<file path="src/rtl/vga_sync_gen.sv">
// rtl/vga_sync_gen.sv - 640x480@60 VGA raster timing: pixel divider, x/y counters, sync strobes
module vga_sync_gen #(
  parameter int CLK_DIV  = 2,
  parameter int H_ACTIVE = 640,
  parameter int H_FP     = 16,
  parameter int H_SYNC   = 96,
  parameter int H_BP     = 48,
  parameter int V_ACTIVE = 480,
  parameter int V_FP     = 10,
  parameter int V_SYNC   = 2,
  parameter int V_BP     = 33
) (
  input  logic       clk,
  input  logic       rst,
  output logic       vga_clk,
  output logic [9:0] x,
  output logic [9:0] y,
  output logic       hsync,
  output logic       vsync,
  output logic       blank_b,
  output logic       sync_b,
  output logic       frame_start
);

  localparam int H_TOTAL = H_ACTIVE + H_FP + H_SYNC + H_BP;
  localparam int V_TOTAL = V_ACTIVE + V_FP + V_SYNC + V_BP;
  localparam int DW      = (CLK_DIV > 2) ? $clog2(CLK_DIV) : 1;

  localparam logic [DW-1:0] DIV_LAST = DW'(CLK_DIV - 1);
  localparam logic [DW-1:0] DIV_HALF = DW'(CLK_DIV / 2);

  localparam logic [9:0] H_LAST   = 10'(H_TOTAL - 1);
  localparam logic [9:0] V_LAST   = 10'(V_TOTAL - 1);
  localparam logic [9:0] H_VIS    = 10'(H_ACTIVE);
  localparam logic [9:0] V_VIS    = 10'(V_ACTIVE);
  localparam logic [9:0] HS_FIRST = 10'(H_ACTIVE + H_FP);
  localparam logic [9:0] HS_LAST  = 10'(H_ACTIVE + H_FP + H_SYNC - 1);
  localparam logic [9:0] VS_FIRST = 10'(V_ACTIVE + V_FP);
  localparam logic [9:0] VS_LAST  = 10'(V_ACTIVE + V_FP + V_SYNC - 1);

  logic [DW-1:0] div_cnt;
  logic [DW-1:0] div_nxt;
  logic          pix_en;
  logic          line_end;
  logic          frame_end;
  logic [9:0]    x_nxt;
  logic [9:0]    y_nxt;

  // Composite sync is unused by this display.
  assign sync_b = 1'b0;

  // Divider next state and the pixel enable on its last count.
  always_comb begin
    pix_en  = (div_cnt == DIV_LAST);
    div_nxt = pix_en ? '0 : div_cnt + DW'(1);
  end

  // Raster position after the coming pixel step; strobes are decoded from it
  // so they line up with x/y with no extra pipeline stage.
  always_comb begin
    line_end  = (x == H_LAST);
    frame_end = line_end && (y == V_LAST);
    x_nxt     = line_end ? 10'd0 : x + 10'd1;
    y_nxt     = y;
    if (line_end) begin
      y_nxt = (y == V_LAST) ? 10'd0 : y + 10'd1;
    end
  end

  // Pixel divider and vga_clk, whose rising edge lands mid-pixel.
  always_ff @(posedge clk or posedge rst) begin
    if (rst) begin
      div_cnt <= '0;
      vga_clk <= 1'b0;
    end else begin
      div_cnt <= div_nxt;
      vga_clk <= (div_nxt >= DIV_HALF);
    end
  end

  // Counters and strobes advance together once per pixel.
  always_ff @(posedge clk or posedge rst) begin
    if (rst) begin
      x       <= 10'd0;
      y       <= 10'd0;
      hsync   <= 1'b1;
      vsync   <= 1'b1;
      blank_b <= 1'b0;
    end else if (pix_en) begin
      x       <= x_nxt;
      y       <= y_nxt;
      hsync   <= !((x_nxt >= HS_FIRST) && (x_nxt <= HS_LAST));
      vsync   <= !((y_nxt >= VS_FIRST) && (y_nxt <= VS_LAST));
      blank_b <= (x_nxt < H_VIS) && (y_nxt < V_VIS);
    end
  end

  // Single-clk marker on the pixel step that wraps the raster to (0,0).
  always_ff @(posedge clk or posedge rst) begin
    if (rst) begin
      frame_start <= 1'b0;
    end else begin
      frame_start <= pix_en && frame_end;
    end
  end

endmodule

</file>
<file path="config.mk">
export PLATFORM = sky130hd
export DESIGN_NAME = vga_sync_gen
export DESIGN_NICKNAME = d
export VERILOG_FILES = /design/src/rtl/vga_sync_gen.sv
export SDC_FILE = /design/constraint.sdc
export NUM_CORES = 1
export LEC_CHECK = 0
export CORE_MARGIN = 8
export CORE_UTILIZATION = 56
export CTS_CLUSTER_DIAMETER = 80
export CTS_CLUSTER_SIZE = 28
export DETAILED_ROUTE_END_ITERATION = 10
export GPL_TIMING_DRIVEN = 0
export PLACE_DENSITY = 0.84
export SLEW_MARGIN = 20
export SYNTH_ARGS = -nofsm -noshare
export SYNTH_HDL_FRONTEND = slang
export SYNTH_SLANG_ARGS = --single-unit
</file>
<file path="constraint.sdc">
create_clock -name clk -period 3.5 [get_ports clk]
set_input_delay 0.7 -clock clk [delete_from_list [all_inputs] [get_ports clk]]
set_output_delay 0.7 -clock clk [all_outputs]
set_load 0.01 [all_outputs]
</file>
==> flow_summary_export.csv, run 1 <==
group,metric,value,unit
status,status,"complete, no violations",
floorplan,die_x,69.0,um
logic_synthesis,yosysWarningCount,0,
logic_synthesis,syn_inst,177,
cells_and_area,layoutNonFillerInstCount,238,
route,vias_per_cell,6.16,
route,wl_per_cell,16.0,um
route,wl,3820,um
sta,period_needed,2310,ps
cts,cts_made_buffers,3,
power,leakage,0.000728,uW
worst_setup_path,rrSetupSlack,1190,ps
cts,cts_resized,0,
worst_setup_path,cp.arrival,2580,ps
worst_setup_path,worstReg2RegStart,"x[1]",
cts,cts_hold_buf,0,
worst_setup_path,worstPathCellList,"ha_1 -> and4_2 -> clkbuf_4 -> nand3_4 -> or3_1 -> buf_2 -> or3b_1 -> nand2_1",
place,port_buffers,26,
sta,worst_slack,1190,ps
logic_synthesis,syn_area_per_cell,8.87,sq um
power,ir_worst_vdd,203,uV
worst_setup_path,start_kind,"register",
sta,setup_viol,0,
floorplan,core_region_area,0.00271,sq mm
cts,tritoncts,"done",
worst_setup_path,cp-end-kind,"register",
global_route,track_usage,17.4,%
sta,fmax,433,MHz
cells_and_area,area_growth,20.8,%
logic_synthesis,syn-num-nets,183,
cts,cts-root-buf,"clkbuf_4",
power,p_per_area,226,mW/mm^2
worst_setup_path,crit_slowest_cell,"dfrtp_1",
worst_setup_path,slowest_delay,450,ps
cells_and_area,final_common_cell,"clkdlybuf4s50_1",
global_route,grt_pass1_wl,6480,um
cts,postCtsSetupRepairBufs,0,
cells_and_area,drive_above_1_share,10.6,%
floorplan,die_y,69.0,um
cts,clk_latency,320,ps
worst_setup_path,path_max_fanout,9,
worst_setup_path,r2r-end,"y[3]",
cells_and_area,finish.utilization,70.0,%
sta,fin_tns_setup,0,ps
cts,htree_levels,1,
place,hpwl,2770,um
worst_hold_path,hp-start,"vsync",
place,place_inst,234,
logic_synthesis,async_flop_share,100,%
logic_synthesis,synth_seq_cells,25,
sta,fin_crit_sh,65.9,%
logic_synthesis,synth_edf_count,0,
global_route,grt_pass1_vias,1424,
cells_and_area,nNetsFinal,214,
place,place_ws,1210,ps
route,dr_total_vias,1465,
route,drc,0,
sta,worstMarginPinSlew,928,ps
cts,clkSinkCount,25,
floorplan,dieArea,0.00475,sq mm
place,gp_congestion,0.892,
sta,hold_viol,0,
route,first_pass_iters,4,
logic_synthesis,netlist_area,0.00157,sq mm
floorplan,initial_core_util,57.9,%
global_route,grt_max_degree,26,
sta,skew,5.61,ps
cts,cts_max_path_buffers,2,
worst_setup_path,reg2reg_depth,8,
floorplan,fp-row-count,19,
sta,rsz0062_at_grt,"false",
worst_setup_path,critical_path_class,"reg2reg",
worst_setup_path,cp-endpoint,"y[3]",
worst_setup_path,crit_start,"x[1]",
cts,clkTransAtPathRegs,140,ps
sta,relSlewSlack,37.8,%
cells_and_area,layout_common_cells,"clkdlybuf4s50_1 (26), dfrtp_1 (23), o21ai_0 (22)",
logic_synthesis,ys.flop_type,"dfrtp_1",
floorplan,io_pins,28,
worst_setup_path,critPathRequiredTime,3770,ps
cells_and_area,antenna_cells,0,
global_route,antenna_found_initial,0,
sta,maxSlewViolCount,0,
logic_synthesis,synth_cell_types,50,
route,drtIter0Drc,114,
route,antenna_left,0,
flow_run,maxCapViolations,0,
global_route,grt.overflow.total,0,
logic_synthesis,seq_area_frac_synth,40.0,%
worst_hold_path,hold_class,"reg2reg",
-- state kept, by name (all words and copies together) (netlist names) --
name / cells
blank_b: 1
div_cnt: 1
frame_start: 1
hsync: 1
vsync: 1
x: 10
y: 10
-- worst max-delay path: cells and delay by family (launching register included) --
kind	cells	cell delay (ps)
buf+inv	2	360
fa+ha+maj	1	280
flops	1	450
simple gates	5	1170
-- final cells by class --
class | instances | area (sq um)
clock buffer | 3 | 22.5
multi-input combinational | 137 | 851
buffer | 10 | 72.6
clock inverter | 1 | 5.00
timing repair buffer | 26 | 260
sequential | 25 | 628
fill | 228 | 813
inverter | 5 | 18.8
tap | 31 | 38.8
-- worst min path at each step --
stage                         end  slack (ps)  depth (start not counted)
final                       vsync         500                          2
after global routing        vsync         540                          2
after CTS                   vsync         510                          2
after detailed placement  blank_b         490                          2
after global placement    blank_b         480                          2
after floorplan             vsync         490                          2
-- through the flow --
| step | total power [uW] | area, sq um | hold slack (ps) |
|---|---|---|---|
| finish | 429 | 1900 | 503 |
| global route | 443 | 1900 | 541 |
| CTS | 432 | 1900 | 509 |
| detailed placement | 303 | 1870 | 486 |
| global placement | 302 | 1870 | 482 |
| floorplan | 300 | 1570 | 491 |
-- cell families (layout without fill, tap and decap cells) --
| group | after synthesis | after routing | synth area share (%) |
|---|---|---|---|
| compound gates | 44 | 44 | 17.1 |
| flops | 25 | 25 | 40.0 |
| simple gates | 81 | 81 | 29.7 |
| other cells | 1 | 1 | 0.239 |
| xor+xnor | 7 | 7 | 3.90 |
| fa+ha+maj | 4 | 4 | 3.19 |
| buf+inv | 15 | 45 | 5.82 |
-- report_power, final --
part	leakage (uW)	internal, uW	switching, uW
logic	0.000388	1.78	6.45
clock network	0.0000177	42.8	88.7
registers	0.000323	289	0
-- cell usage after synthesis (3+ instances only) --
master    instances  share of area [%]
ha_1              4                3.2
a21oi_1           7                2.2
xnor2_1           6                3.3
o41ai_1           5                2.8
o21ai_0          22                7.0
nand2_1          19                4.5
nor3b_1           4                1.9
nand4_1           4                1.6
nand3_1           9                2.9
inv_1             5                1.2
nor2_1           17                4.1
dfrtp_1          23                 37
and3_2            3                1.4
nand4b_1          3                1.7
nand2b_1          3                1.2
buf_2             3               0.96
-- routing by layer --
| metal | GRT usage, % | vias to the layer above | part of all wire, % |
|---|---|---|---|
| li1 | - | 703 | - |
| met1 | 20.7 | 696 | 42 |
| met2 | 29.7 | 57 | 49 |
| met3 | 3.55 | 9 | 6.8 |
| met4 | 7.27 | 0 | 2.0 |
| met5 | 0 | - | 0 |
No activity file was read; power rests on OpenSTA's default activity.
==> inputs of run 2 (changes only) <==
--- a/config.mk
+++ b/config.mk
@@ -6,12 +6,12 @@
 export NUM_CORES = 1
 export LEC_CHECK = 0
 export CORE_MARGIN = 8
-export CORE_UTILIZATION = 56
+export CORE_UTILIZATION = 52
 export CTS_CLUSTER_DIAMETER = 80
 export CTS_CLUSTER_SIZE = 28
 export DETAILED_ROUTE_END_ITERATION = 10
 export GPL_TIMING_DRIVEN = 0
-export PLACE_DENSITY = 0.84
+export PLACE_DENSITY = 0.79
 export SLEW_MARGIN = 20
 export SYNTH_ARGS = -nofsm -noshare
 export SYNTH_HDL_FRONTEND = slang
==> constraint.sdc (replaced) <==
create_clock -name clk -period 2.33 [get_ports clk]
set_input_delay 0.466 -clock clk [delete_from_list [all_inputs] [get_ports clk]]
set_output_delay 0.466 -clock clk [all_outputs]
set_load 0.01 [all_outputs]
==> flow_summary_export.csv, run 2 (synthesis gave the netlist of run 1 again) <==
group,metric,value,unit
worst_setup_path,critical_path_class,"reg2reg",
power,p_per_area,335,mW/mm^2
power,power_switching,140,uW
power,swShare,21.8,%
floorplan,die_x,71.0,um
cells_and_area,layout_common_cells,"clkdlybuf4s50_1 (26), dfrtp_1 (23), o21ai_0 (22)",
sta,relSlewSlack,37.5,%
global_route,grt_pass1_wl,6730,um
cts,clk_latency,320,ps
cts,cts-root-buf,"clkbuf_4",
worst_setup_path,worstSetupPathDepth,8,
route,drtIter0Drc,157,
worst_setup_path,path_max_fanout,9,
cells_and_area,final_common_cell,"clkdlybuf4s50_1",
sta,setup_viol,0,
worst_setup_path,worstReg2RegStart,"x[0]",
route,vias_per_cell,6.00,
sta,hold_viol,0,
cts,clkTransAtPathRegs,140,ps
route,wl,3970,um
cts,cts_hold_buf,0,
cells_and_area,area_growth,22.4,%
route,first_pass_iters,4,
cts,clkSinkCount,25,
global_route,grt_max_degree,26,
place,port_buffers,26,
worst_setup_path,crit_start,"x[0]",
worst_setup_path,critPathBufInv,2,
global_route,track_usage,16.2,%
place,place_inst,236,
power,ir_worst_vdd,206,uV
power,internal_power,504,uW
route,wl_per_cell,16.4,um
worst_setup_path,cp-end-kind,"register",
sta,hold_slack,507,ps
power,p_comb_share,1.9,%
power,fin_total_pwr,644,uW
worst_setup_path,cp.arrival,2500,ps
cells_and_area,final_area,0.00192,sq mm
cells_and_area,drive_above_1_share,12.0,%
global_route,grt.overflow.total,0,
worst_hold_path,hp-start,"vsync",
sta,fin_tns_setup,0,ps
cells_and_area,layout.filler_cells,259,
worst_setup_path,r2r-end,"y[3]",
worst_setup_path,crit_family,"simple AND/OR/NAND/NOR gates",
place,gp_congestion,0.887,
cts,cts_made_buffers,3,
power,pwr-share-seq,67.4,%
power,p_clk_share,30.7,%
worst_setup_path,rrSetupSlack,100,ps
worst_hold_path,hold_class,"reg2reg",
worst_setup_path,critPathRequiredTime,2600,ps
floorplan,dieArea,0.00503,sq mm
global_route,grt_pass1_vias,1424,
sta,worstMarginPinSlew,932,ps
floorplan,fp-row-count,20,
floorplan,io_pins,28,
place,hpwl,2820,um
global_route,antenna_found_initial,0,
sta,fin_crit_sh,95.7,%
route,antenna_left,0,
place,placed_area,0.00187,sq mm
sta,fmax,449,MHz
flow_run,maxCapViolations,0,
floorplan,initial_core_util,53.2,%
floorplan,core_region_area,0.00295,sq mm
power,leakage,0.000735,uW
cts,cts_max_path_buffers,2,
worst_setup_path,reg2reg_depth,8,
worst_setup_path,cp-endpoint,"y[3]",
status,status,"complete, no violations",
worst_setup_path,crit_slowest_cell,"dfrtp_1",
cts,htree_levels,1,
cts,tritoncts,"done",
sta,maxSlewViolCount,0,
cells_and_area,antenna_cells,0,
worst_setup_path,worstPathCellList,"ha_2 -> and4_2 -> clkbuf_4 -> nand3_4 -> or3_1 -> buf_2 -> or3b_1 -> nand2_1",
sta,skew,5.65,ps
worst_setup_path,start_kind,"register",
worst_setup_path,slowest_delay,410,ps
cells_and_area,reg.largest.list,"x: 10 flops, y: 10 flops",
route,dr_total_vias,1453,
cells_and_area,nNetsFinal,216,
cells_and_area,layoutNonFillerInstCount,242,
floorplan,die_y,71.0,um
route,drc,0,
sta,period_needed,2230,ps
sta,rsz0062_at_grt,"false",
## run 2: cell types whose count changed in the layout (fill, tap and decap cells not counted), sizes merged
cell    before  now
clkinv       2    1
clkbuf       6    7
buf          6    8
## run 2: worst min-delay path by stage
stage | end | slack [ps] | cells past startpoint
after floorplan | blank_b | 490 | 1
after global placement | blank_b | 490 | 2
after detailed placement | vsync | 490 | 2
after CTS | vsync | 520 | 2
after global routing | vsync | 540 | 2
final | vsync | 510 | 2
## run 2: area by class of cell
class                           count  area, sq um  area share [%]
Sequential cell                    25          628            32.7
Multi-Input combinational cell    137          860            44.7
Tap cell                           33         41.3            2.15
Buffer                             10         72.6            3.78
Timing Repair Buffer               28          275            14.3
Clock buffer                        4         26.3            1.37
Inverter                            5         18.8           0.977
## run 2: worst min-delay path, stage by stage, from the launching register on
cell	delay, ps
dfstp_2	390
nor2_1	80
a21oi_1	50
## run 2: repair_timing
action | 4_1_cts | 5_1_grt
cloned | 0 | 0
setup buffers | 0 | 2
pin swaps | 0 | 0
resized for setup | 1 | 2
endpoints found under the setup margin | 1 | 4
## run 2: routing by layer
layer | up-vias | GRT usage, % | share of wire (%)
met5 | - | 0 | 0
met4 | 0 | 6.70 | 2.0
met3 | 11 | 3.81 | 6.9
met2 | 49 | 26.7 | 47
met1 | 683 | 19.8 | 44
li1 | 710 | - | -
## run 2: power groups by stage
| stage | clock network [uW] | logic, uW | registers (uW) |
|---|---|---|---|
| after floorplan | 0 | 8.36 | 442 |
| after global placement | 0 | 12.3 | 442 |
| after detailed placement | 0 | 12.9 | 442 |
| after CTS | 205 | 12.8 | 434 |
| after global routing | 216 | 14.7 | 434 |
| final | 197 | 12.5 | 434 |
## run 2: through the flow
step                      util [%]  setup slack [ps]
after detailed placement      63.4              27.3
after floorplan                  -               210
final                         65.1               101
after global routing          65.1              1.34
after global placement        63.4              76.4
after CTS                     64.4              28.2
